[src/rtl/ddr_frame_arbiter_pkg.sv]
// Shared map for the DDR frame arbiter: FSM encoding and default
// frame-buffer geometry used by the cam and VGA paths.
package ddr_frame_arbiter_pkg;

    typedef enum logic [1:0] {
        ST_IDLE,
        ST_ARB,
        ST_CMD,
        ST_WAIT
    } arb_state_t;

    localparam int BURST_LEN_DEF   = 64;
    localparam int FRAME_WORDS_DEF = 153600;
    localparam int BUF0_BASE_DEF   = 0;
    localparam int BUF1_BASE_DEF   = 262144;
    localparam int RD_LOW_WM_DEF   = 128;
    localparam int RD_FIFO_DEP_DEF = 512;

endpackage

[src/rtl/ddr_frame_arbiter_addr_gen.sv]
// Per-side frame offset counter: clamps the burst length at frame end,
// wraps the offset and selects the buffer base address.
module frame_addr_gen
    import ddr_frame_arbiter_pkg::*;
#(
    parameter int ADDR_W      = 24,
    parameter int LEN_W       = 7,
    parameter int BURST_LEN   = BURST_LEN_DEF,
    parameter int FRAME_WORDS = FRAME_WORDS_DEF,
    parameter int BUF0_BASE   = BUF0_BASE_DEF,
    parameter int BUF1_BASE   = BUF1_BASE_DEF
) (
    input  logic              i_clk,
    input  logic              i_rst,
    input  logic              i_clear,
    input  logic              i_adv,
    input  logic              i_buf_sel,
    output logic [ADDR_W-1:0] o_addr,
    output logic [LEN_W-1:0]  o_len,
    output logic              o_last
);

    localparam logic [ADDR_W-1:0] L_FRAME = ADDR_W'(FRAME_WORDS);
    localparam logic [ADDR_W-1:0] L_BURST = ADDR_W'(BURST_LEN);
    localparam logic [ADDR_W-1:0] L_BASE0 = ADDR_W'(BUF0_BASE);
    localparam logic [ADDR_W-1:0] L_BASE1 = ADDR_W'(BUF1_BASE);

    logic [ADDR_W-1:0] r_offset;
    logic [ADDR_W-1:0] w_remain;
    logic [ADDR_W-1:0] w_len;

    assign w_remain = L_FRAME - r_offset;
    assign w_len    = (w_remain < L_BURST) ? w_remain : L_BURST;
    assign o_len    = LEN_W'(w_len);
    assign o_last   = (r_offset + w_len) >= L_FRAME;
    assign o_addr   = (i_buf_sel ? L_BASE1 : L_BASE0) + r_offset;

    // Offset moves only when a burst completes; a frame restart wins.
    always_ff @(posedge i_clk or posedge i_rst) begin
        if (i_rst) begin
            r_offset <= '0;
        end else if (i_clear) begin
            r_offset <= '0;
        end else if (i_adv) begin
            r_offset <= o_last ? '0 : r_offset + w_len;
        end
    end

endmodule

[src/rtl/ddr_frame_arbiter.sv]
// Shares the DDR user port between camera writes and VGA reads,
// ping-ponging two frame buffers so display never sees a partial frame.
module ddr_frame_arbiter
    import ddr_frame_arbiter_pkg::*;
#(
    parameter int ADDR_W      = 24,
    parameter int LVL_W       = 10,
    parameter int LEN_W       = 7,
    parameter int BURST_LEN   = BURST_LEN_DEF,
    parameter int FRAME_WORDS = FRAME_WORDS_DEF,
    parameter int BUF0_BASE   = BUF0_BASE_DEF,
    parameter int BUF1_BASE   = BUF1_BASE_DEF,
    parameter int RD_LOW_WM   = RD_LOW_WM_DEF,
    parameter int RD_FIFO_DEP = RD_FIFO_DEP_DEF
) (
    input  logic              ddr_clk,
    input  logic              ddr_rst,
    input  logic              ddr_init_done,
    input  logic              wr_frame_start,
    input  logic              rd_frame_start,
    input  logic [LVL_W-1:0]  wr_fifo_level,
    input  logic [LVL_W-1:0]  rd_fifo_level,
    input  logic              cmd_ready,
    input  logic              cmd_done,
    output logic              cmd_valid,
    output logic              cmd_rw,
    output logic [ADDR_W-1:0] cmd_addr,
    output logic [LEN_W-1:0]  cmd_len,
    output logic              wr_buf_sel,
    output logic              rd_buf_sel,
    output logic              busy
);

    arb_state_t r_state;
    arb_state_t w_state_nxt;

    logic              r_wr_buf_sel;
    logic              r_rd_buf_sel;
    logic              r_done_buf;
    logic              r_wr_pend;
    logic              r_rd_pend;
    logic              r_wr_hold;
    logic              r_prefer_rd;
    logic              r_cmd_rw;
    logic [ADDR_W-1:0] r_cmd_addr;
    logic [LEN_W-1:0]  r_cmd_len;

    logic [ADDR_W-1:0] w_wr_addr;
    logic [ADDR_W-1:0] w_rd_addr;
    logic [LEN_W-1:0]  w_wr_len;
    logic [LEN_W-1:0]  w_rd_len;
    logic              w_wr_last;
    logic              w_rd_last;
    logic              w_in_burst;
    logic              w_exit;
    logic              w_wr_apply;
    logic              w_rd_apply;
    logic              w_wr_adv;
    logic              w_rd_adv;
    logic              w_wr_wrap;
    logic              w_done_nxt;
    logic              w_rd_urgent;
    logic              w_wr_ok;
    logic              w_rd_room;
    logic              w_tie;
    logic              w_pick_rd;
    logic              w_grant;
    logic              w_launch;

    assign w_in_burst = (r_state == ST_CMD) || (r_state == ST_WAIT);
    assign w_exit     = (r_state == ST_WAIT) && cmd_done;
    assign w_wr_apply = (wr_frame_start || r_wr_pend) && (!w_in_burst || w_exit);
    assign w_rd_apply = (rd_frame_start || r_rd_pend) && (!w_in_burst || w_exit);
    assign w_wr_adv   = w_exit && r_cmd_rw;
    assign w_rd_adv   = w_exit && !r_cmd_rw;
    assign w_wr_wrap  = w_wr_adv && w_wr_last;
    assign w_done_nxt = w_wr_wrap ? r_wr_buf_sel : r_done_buf;

    assign w_rd_urgent = 32'(rd_fifo_level) < 32'(RD_LOW_WM);
    assign w_wr_ok     = !r_wr_hold && (32'(wr_fifo_level) >= 32'(w_wr_len));
    assign w_rd_room   = (32'(rd_fifo_level) + 32'(BURST_LEN)) <= 32'(RD_FIFO_DEP);
    assign w_tie       = !w_rd_urgent && w_wr_ok && w_rd_room;
    assign w_pick_rd   = w_rd_urgent || (w_tie ? r_prefer_rd : !w_wr_ok);
    // A frame restart in ARB takes effect first; the decision waits a cycle.
    assign w_grant     = (w_rd_urgent || w_wr_ok || w_rd_room)
                         && !w_wr_apply && !w_rd_apply;
    assign w_launch    = (r_state == ST_ARB) && (w_state_nxt == ST_CMD);

    frame_addr_gen #(
        .ADDR_W      (ADDR_W),
        .LEN_W       (LEN_W),
        .BURST_LEN   (BURST_LEN),
        .FRAME_WORDS (FRAME_WORDS),
        .BUF0_BASE   (BUF0_BASE),
        .BUF1_BASE   (BUF1_BASE)
    ) u_wr_gen (
        .i_clk     (ddr_clk),
        .i_rst     (ddr_rst),
        .i_clear   (w_wr_apply),
        .i_adv     (w_wr_adv),
        .i_buf_sel (r_wr_buf_sel),
        .o_addr    (w_wr_addr),
        .o_len     (w_wr_len),
        .o_last    (w_wr_last)
    );

    frame_addr_gen #(
        .ADDR_W      (ADDR_W),
        .LEN_W       (LEN_W),
        .BURST_LEN   (BURST_LEN),
        .FRAME_WORDS (FRAME_WORDS),
        .BUF0_BASE   (BUF0_BASE),
        .BUF1_BASE   (BUF1_BASE)
    ) u_rd_gen (
        .i_clk     (ddr_clk),
        .i_rst     (ddr_rst),
        .i_clear   (w_rd_apply),
        .i_adv     (w_rd_adv),
        .i_buf_sel (r_rd_buf_sel),
        .o_addr    (w_rd_addr),
        .o_len     (w_rd_len),
        .o_last    (w_rd_last)
    );

    // State register.
    always_ff @(posedge ddr_clk or posedge ddr_rst) begin
        if (ddr_rst) begin
            r_state <= ST_IDLE;
        end else begin
            r_state <= w_state_nxt;
        end
    end

    // Next state: an accepted burst always runs to cmd_done.
    always_comb begin
        w_state_nxt = r_state;
        unique case (r_state)
            ST_IDLE: begin
                if (ddr_init_done) w_state_nxt = ST_ARB;
            end
            ST_ARB: begin
                if (!ddr_init_done) w_state_nxt = ST_IDLE;
                else if (w_grant)   w_state_nxt = ST_CMD;
            end
            ST_CMD: begin
                if (!ddr_init_done) w_state_nxt = ST_IDLE;
                else if (cmd_ready) w_state_nxt = ST_WAIT;
            end
            ST_WAIT: begin
                if (cmd_done) begin
                    w_state_nxt = ddr_init_done ? ST_ARB : ST_IDLE;
                end
            end
            default: w_state_nxt = ST_IDLE;
        endcase
    end

    // Latch the command fields at the arbitration decision.
    always_ff @(posedge ddr_clk or posedge ddr_rst) begin
        if (ddr_rst) begin
            r_cmd_rw    <= 1'b0;
            r_cmd_addr  <= '0;
            r_cmd_len   <= '0;
            r_prefer_rd <= 1'b0;
        end else if (w_launch) begin
            r_cmd_rw   <= !w_pick_rd;
            r_cmd_addr <= w_pick_rd ? w_rd_addr : w_wr_addr;
            r_cmd_len  <= w_pick_rd ? w_rd_len : w_wr_len;
            if (w_tie) r_prefer_rd <= !r_prefer_rd;
        end
    end

    // Buffer ping-pong, deferred frame pulses and the post-frame write hold.
    always_ff @(posedge ddr_clk or posedge ddr_rst) begin
        if (ddr_rst) begin
            r_wr_buf_sel <= 1'b0;
            r_rd_buf_sel <= 1'b1;
            r_done_buf   <= 1'b1;
            r_wr_pend    <= 1'b0;
            r_rd_pend    <= 1'b0;
            r_wr_hold    <= 1'b0;
        end else begin
            r_done_buf <= w_done_nxt;
            if (w_wr_apply) begin
                r_wr_pend    <= 1'b0;
                r_wr_hold    <= 1'b0;
                r_wr_buf_sel <= !w_done_nxt;
            end else begin
                if (wr_frame_start) r_wr_pend <= 1'b1;
                if (w_wr_wrap)      r_wr_hold <= 1'b1;
            end
            if (w_rd_apply) begin
                r_rd_pend    <= 1'b0;
                r_rd_buf_sel <= w_done_nxt;
            end else if (rd_frame_start) begin
                r_rd_pend <= 1'b1;
            end
        end
    end

    assign cmd_valid  = (r_state == ST_CMD) && ddr_init_done;
    assign cmd_rw     = r_cmd_rw;
    assign cmd_addr   = r_cmd_addr;
    assign cmd_len    = r_cmd_len;
    assign wr_buf_sel = r_wr_buf_sel;
    assign rd_buf_sel = r_rd_buf_sel;
    assign busy       = (r_state == ST_WAIT);

endmodule

[config.mk]
export PLATFORM = sky130hd
export DESIGN_NAME = ddr_frame_arbiter
export DESIGN_NICKNAME = d
export VERILOG_FILES = /design/src/rtl/ddr_frame_arbiter_pkg.sv /design/src/rtl/ddr_frame_arbiter_addr_gen.sv /design/src/rtl/ddr_frame_arbiter.sv
export SDC_FILE = /design/constraint.sdc
export NUM_CORES = 1
export LEC_CHECK = 0
export ABC_CLOCK_PERIOD_IN_PS = 11850
export BUFFER_PORTS_ARGS = -buffer_cell sky130_fd_sc_hd__buf_2
export CAP_MARGIN = 0
export CORE_UTILIZATION = 40
export CTS_CLUSTER_DIAMETER = 150
export DETAILED_ROUTE_END_ITERATION = 10
export PLACE_DENSITY = 0.58
export SLEW_MARGIN = 20
export SYNTH_ARGS = -nofsm -noshare
export SYNTH_HDL_FRONTEND = slang
export SYNTH_SLANG_ARGS = --single-unit
[constraint.sdc]
create_clock -name ddr_clk -period 11.85 [get_ports ddr_clk]
set_input_delay 1.7775 -clock ddr_clk [delete_from_list [all_inputs] [get_ports ddr_clk]]
set_output_delay 1.7775 -clock ddr_clk [all_outputs]
set_load 0.03 [all_outputs]
==> results by stage <==
Critical path:
- The signal on the critical path passes through nor4_2, nand4_1, a211oi_1, o2111ai_1, a22o_1, nor4_1, nand2_1, nor2_1, ha_1, a22o_1, nor4_1, nor3_1, or2_2, nor2_1, nor3_1, or4_1, a311o_1, a2111o_1, o32ai_1, a21o_1.
- The slowest stage of the critical path is the a2111o_1 cell.
- The kind of end point of the critical path is a flip-flop.
- In this run the worst path has a maximum fanout of 19.
- The classification of the worst setup path is flip-flop to flip-flop.
- Following the worst setup path forward leads to its endpoint at u_rd_gen.r_offset[10]$_DFFE_PP0P_.
- The largest single stage delay on the critical path is 690 ps.
- At the worst endpoint, the required time is 12,150 ps.
- The worst flop-to-flop path startpoint is u_rd_gen.r_offset[5]$_DFFE_PP0P_.
- The worst-case reg-to-reg path depth is 20.
- The worst setup path is launched from a flip-flop.
- Data arrives at the worst endpoint at 7420 ps.
- Tracing the worst setup path back leads to its startpoint at u_rd_gen.r_offset[5]$_DFFE_PP0P_.
- Across all register-to-register paths, the minimum setup slack is about 4700 ps.
- The worst reg2reg path endpoint is u_rd_gen.r_offset[10]$_DFFE_PP0P_.

Cells and area:
- Compared with the post-synthesis result, the final layout area differs by 10.4%.
- Cells with a size suffix above 1 make up a little over an eighth of the layout.
- The area of all placed cells without fillers is between 8000 and 9000 sq um.
- The fill cell total of the finished layout is around 1,900.
- The library cell used most frequently in the layout, excluding fill and tap cells, is nand2_1.
- In the layout the commonest cells are nand2_1 (113), dfrtp_1 (87), buf_2 (62).
- The number of antenna cells inserted is 0.
- The final layout contains 1,012 nets.

Logic synthesis:
- In the synthesized netlist the async set-or-reset flop fraction comes to between 90% and 100%.
- The flop and latch count out of synthesis is 89.
- The mean cell area of the mapped netlist is 8.20 sq um.
- The number of cells produced by synthesis is between 900 and 1,000.
- The count of distinct cell types in the synthesized netlist is 89.
- The most common flop cell mapped by yosys is dfrtp_1.
- Yosys printed 0 warnings.
- The sequential share of the synthesized area is about 30%.
- The cell area that synthesis handed to floorplanning was ~7500 sq um.
- Counting flops with a built-in enable in the synthesized netlist gives 0.

Routing:
- The DRC marker count from the first detailed-route iteration is 389.
- The count of nets left with antenna violations once routing finished came out at 0.
- The detailed-routing iteration count for the pre-antenna-repair pass is 5.
- The final layout contains routed wiring with a total length of around 21,000 um.
- In the final routed layout, each cell accounts on average for around 18 um.
- In the routed design, unresolved DRC markers number 0.
- The total via count in the routed design is about 6,800.
- The via count normalized by instance count is around 5.8.

Pwr:
- The switching power as a share of total power is between 30 and 40%.
- The clock network power share is roughly 38%.
- In this run the static leakage power is slightly below 4 nW.
- The part of the power in registers is between 40 and 50%.
- In this run the power density over the cells is slightly above 90 nW/um^2.
- Summed over all nets, the switching power comes to between 200 and 250 uW.
- Cell internal power was estimated by the tool at roughly 530 uW.
- The part of the power in combinational logic is a little under a fifth.
- IR analysis of the VDD net gives a maximum drop of roughly 0.066 mV.

Clock tree:
- Buffers inserted during clock tree synthesis total 9.
- The clock drives 89 sinks.
- The maximum number of buffers from clock root to sink is 2.
- The count of cells resized by post-cts repair is 0.
- Clock tree synthesis selected as its root buffer the cell clkbuf_16.
- The TritonCTS clock tree is done.
- The clock slew at the register clock pins of the worst setup and hold paths is ~70 ps.
- The maximum level of the CTS H-tree is 3.
- After clock tree synthesis, the flow added hold-fix buffers numbering 0.
- Post-CTS timing repair inserted 0 buffers for setup.
- The clock reaches the later pin of the worst-skew pair after 360 ps.

Timing:
- Derived from the worst setup path, the maximum achievable clock frequency is roughly 140 MHz.
- Clock skew on the completed layout was measured at 5.96 ps.
- The transition at the pin with the smallest max-transition slack is ~1000 ps.
- The minimum setup slack in the final design is between 4000 and 5000 ps.
- The final hold violation count came to 0.
- Measured against its own limit, the worst slew margin works out to between 30% and 40%.
- Setup repair after global routing left no endpoint under its margin.
- The clock period could shrink to 7130 ps.
- The final setup violation count is 0.
- The aggregate negative setup slack is 0 ps.
- After layout, the worst path uses about three fifths of the clock period.
- The final number of max-transition violations is 0.

Place:
- The weighted congestion reported at the end of routability-driven placement is 0.837.
- After legalization and detailed placement, the total HPWL measured between 15,000 and 20,000 um.
- The placement-stage worst setup slack is ~4700 ps.
- The post-placement cell area is 7950 sq um.
- The number of I/O port buffers is 62.

GRT:
- Entering global routing, the biggest net connects between 70 and 80 pins.
- The number of global-route vias before repair came to 6,424.
- For this run the aggregate overflow at the end of global routing stands at 0.
- The initial antenna violation count came to 0.
- The first global-routing pass estimated roughly 34,000 um of wire.
- Global routing used between 20 and 25% of the available tracks.

Die:
- The die is around 140 um wide.
- The number of top-level pins is 63.
- The floorplan step defined a die boundary enclosing roughly 19,000 sq um.
- The region available for standard cell placement spans about 18,000 sq um.
- The starting utilization of the core area is 41.1%.
- The number of rows in the core area is 49.
- The die is between 100 and 150 um tall.

Run status:
- The run finished with clean final reports.

Job:
- The tool flagged a number of max-cap violations equal to 0.

Min path:
- The classification of the worst-slack hold path is flip-flop to flip-flop.
-- final cells by class --
class	instances	area [sq um]	share of cell area, %
clock buffer	11	233	2.82
clock inverter	5	56.3	0.683
inverter	32	123	1.49
multi-input combinational	747	4960	60.2
sequential	89	2230	27.1
tap	229	287	3.48
timing repair buffer	68	355	4.31
-- power groups by stage --
stage	registers, mW	logic [mW]	clock network, mW
final	0.340	0.139	0.291
after global routing	0.342	0.152	0.309
after CTS	0.340	0.141	0.300
after detailed placement	0.346	0.141	0
after global placement	0.345	0.140	0
after floorplan	0.368	0.0717	0
-- worst min-delay path by stage --
stage / start / end / slack [ps] / cells past startpoint
finish: cmd_addr[13]$_DFFE_PP0P_ / cmd_addr[13]$_DFFE_PP0P_ / 470 / 2
global route: cmd_addr[6]$_DFFE_PP0P_ / cmd_addr[6]$_DFFE_PP0P_ / 510 / 2
CTS: cmd_addr[13]$_DFFE_PP0P_ / cmd_addr[13]$_DFFE_PP0P_ / 480 / 2
detailed placement: cmd_addr[13]$_DFFE_PP0P_ / cmd_addr[13]$_DFFE_PP0P_ / 460 / 2
global placement: cmd_addr[11]$_DFFE_PP0P_ / cmd_addr[11]$_DFFE_PP0P_ / 460 / 2
floorplan: r_prefer_rd$_DFFE_PP0P_ / r_prefer_rd$_DFFE_PP0P_ / 440 / 1
-- logic make-up (layout without fill, tap and decap cells) --
family	Yosys count	after routing	synth area share, %
AO/OA/AOI/OAI	273	273	25.5
XOR/XNOR	49	49	5.75
adder cells (fa/ha/maj)	38	38	6.47
buffers and inverters	87	116	4.52
flip-flops	89	89	29.9
multiplexers	30	30	4.12
other	1	13	0.0502
AND/OR/NAND/NOR	344	344	23.7
-- routing by layer --
layer | GRT usage, % | up-vias | part of all wire (%)
li1 | - | 3411 | -
met1 | 29.8 | 3305 | 47
met2 | 36.9 | 112 | 48
met3 | 3.21 | 19 | 3.1
met4 | 6.43 | 0 | 1.9
met5 | 0 | - | 0
-- registers in the layout, summed over array words and instances (netlist names) --
name and flops:
r_state 2, cmd_addr 24, rd_buf_sel 1, r_rd_pend 1
r_prefer_rd 1, u_wr_gen.r_offset 24, r_wr_hold 1, wr_buf_sel 1
cmd_rw 1, cmd_len 7, r_wr_pend 1, u_rd_gen.r_offset 24
r_done_buf 1
-- worst max-delay path: cells and delay by family (launching register included) --
family                   cells  cell delay [ps]
AND/OR/NAND/NOR             11             3640
flip-flops                   1              470
adder cells (fa/ha/maj)      1              320
AO/OA/AOI/OAI                8             2610
-- Yosys cell counts (all sizes together), types with 7 or more instances --
cell / instances / area share (%)
a211o: 8 / 0.94
a211oi: 10 / 1.0
a21o: 28 / 2.8
a21oi: 43 / 2.9
a22o: 7 / 0.82
a31oi: 11 / 0.92
and2: 19 / 1.6
and3: 18 / 1.5
clkbuf: 49 / 2.5
dfrtp: 87 / 29
ha: 37 / 6.2
inv: 32 / 1.6
mux2i: 27 / 3.6
nand2: 114 / 5.7
nand2b: 10 / 0.84
nand3: 28 / 1.9
nand4: 11 / 0.92
nor2: 56 / 2.8
nor2b: 7 / 0.59
nor3: 30 / 2.0
nor4: 19 / 2.2
o21a: 10 / 1.0
o21ai: 73 / 4.9
o22ai: 7 / 0.59
o31ai: 10 / 1.1
or2: 8 / 0.67
xnor2: 29 / 3.4
xor2: 20 / 2.3
-- per-stage QoR --
step	hold WS (ps)	total power [mW]	util (%)	std cells
3_3_place_gp	459	0.485	43.8	1165
6_report	472	0.770	45.4	1181
2_1_floorplan	442	0.440	-	923
3_5_place_dp	465	0.486	43.8	1165
4_1_cts	480	0.781	45.4	1181
5_1_grt	509	0.803	45.4	1181
(Power assumes the default switching activity.)
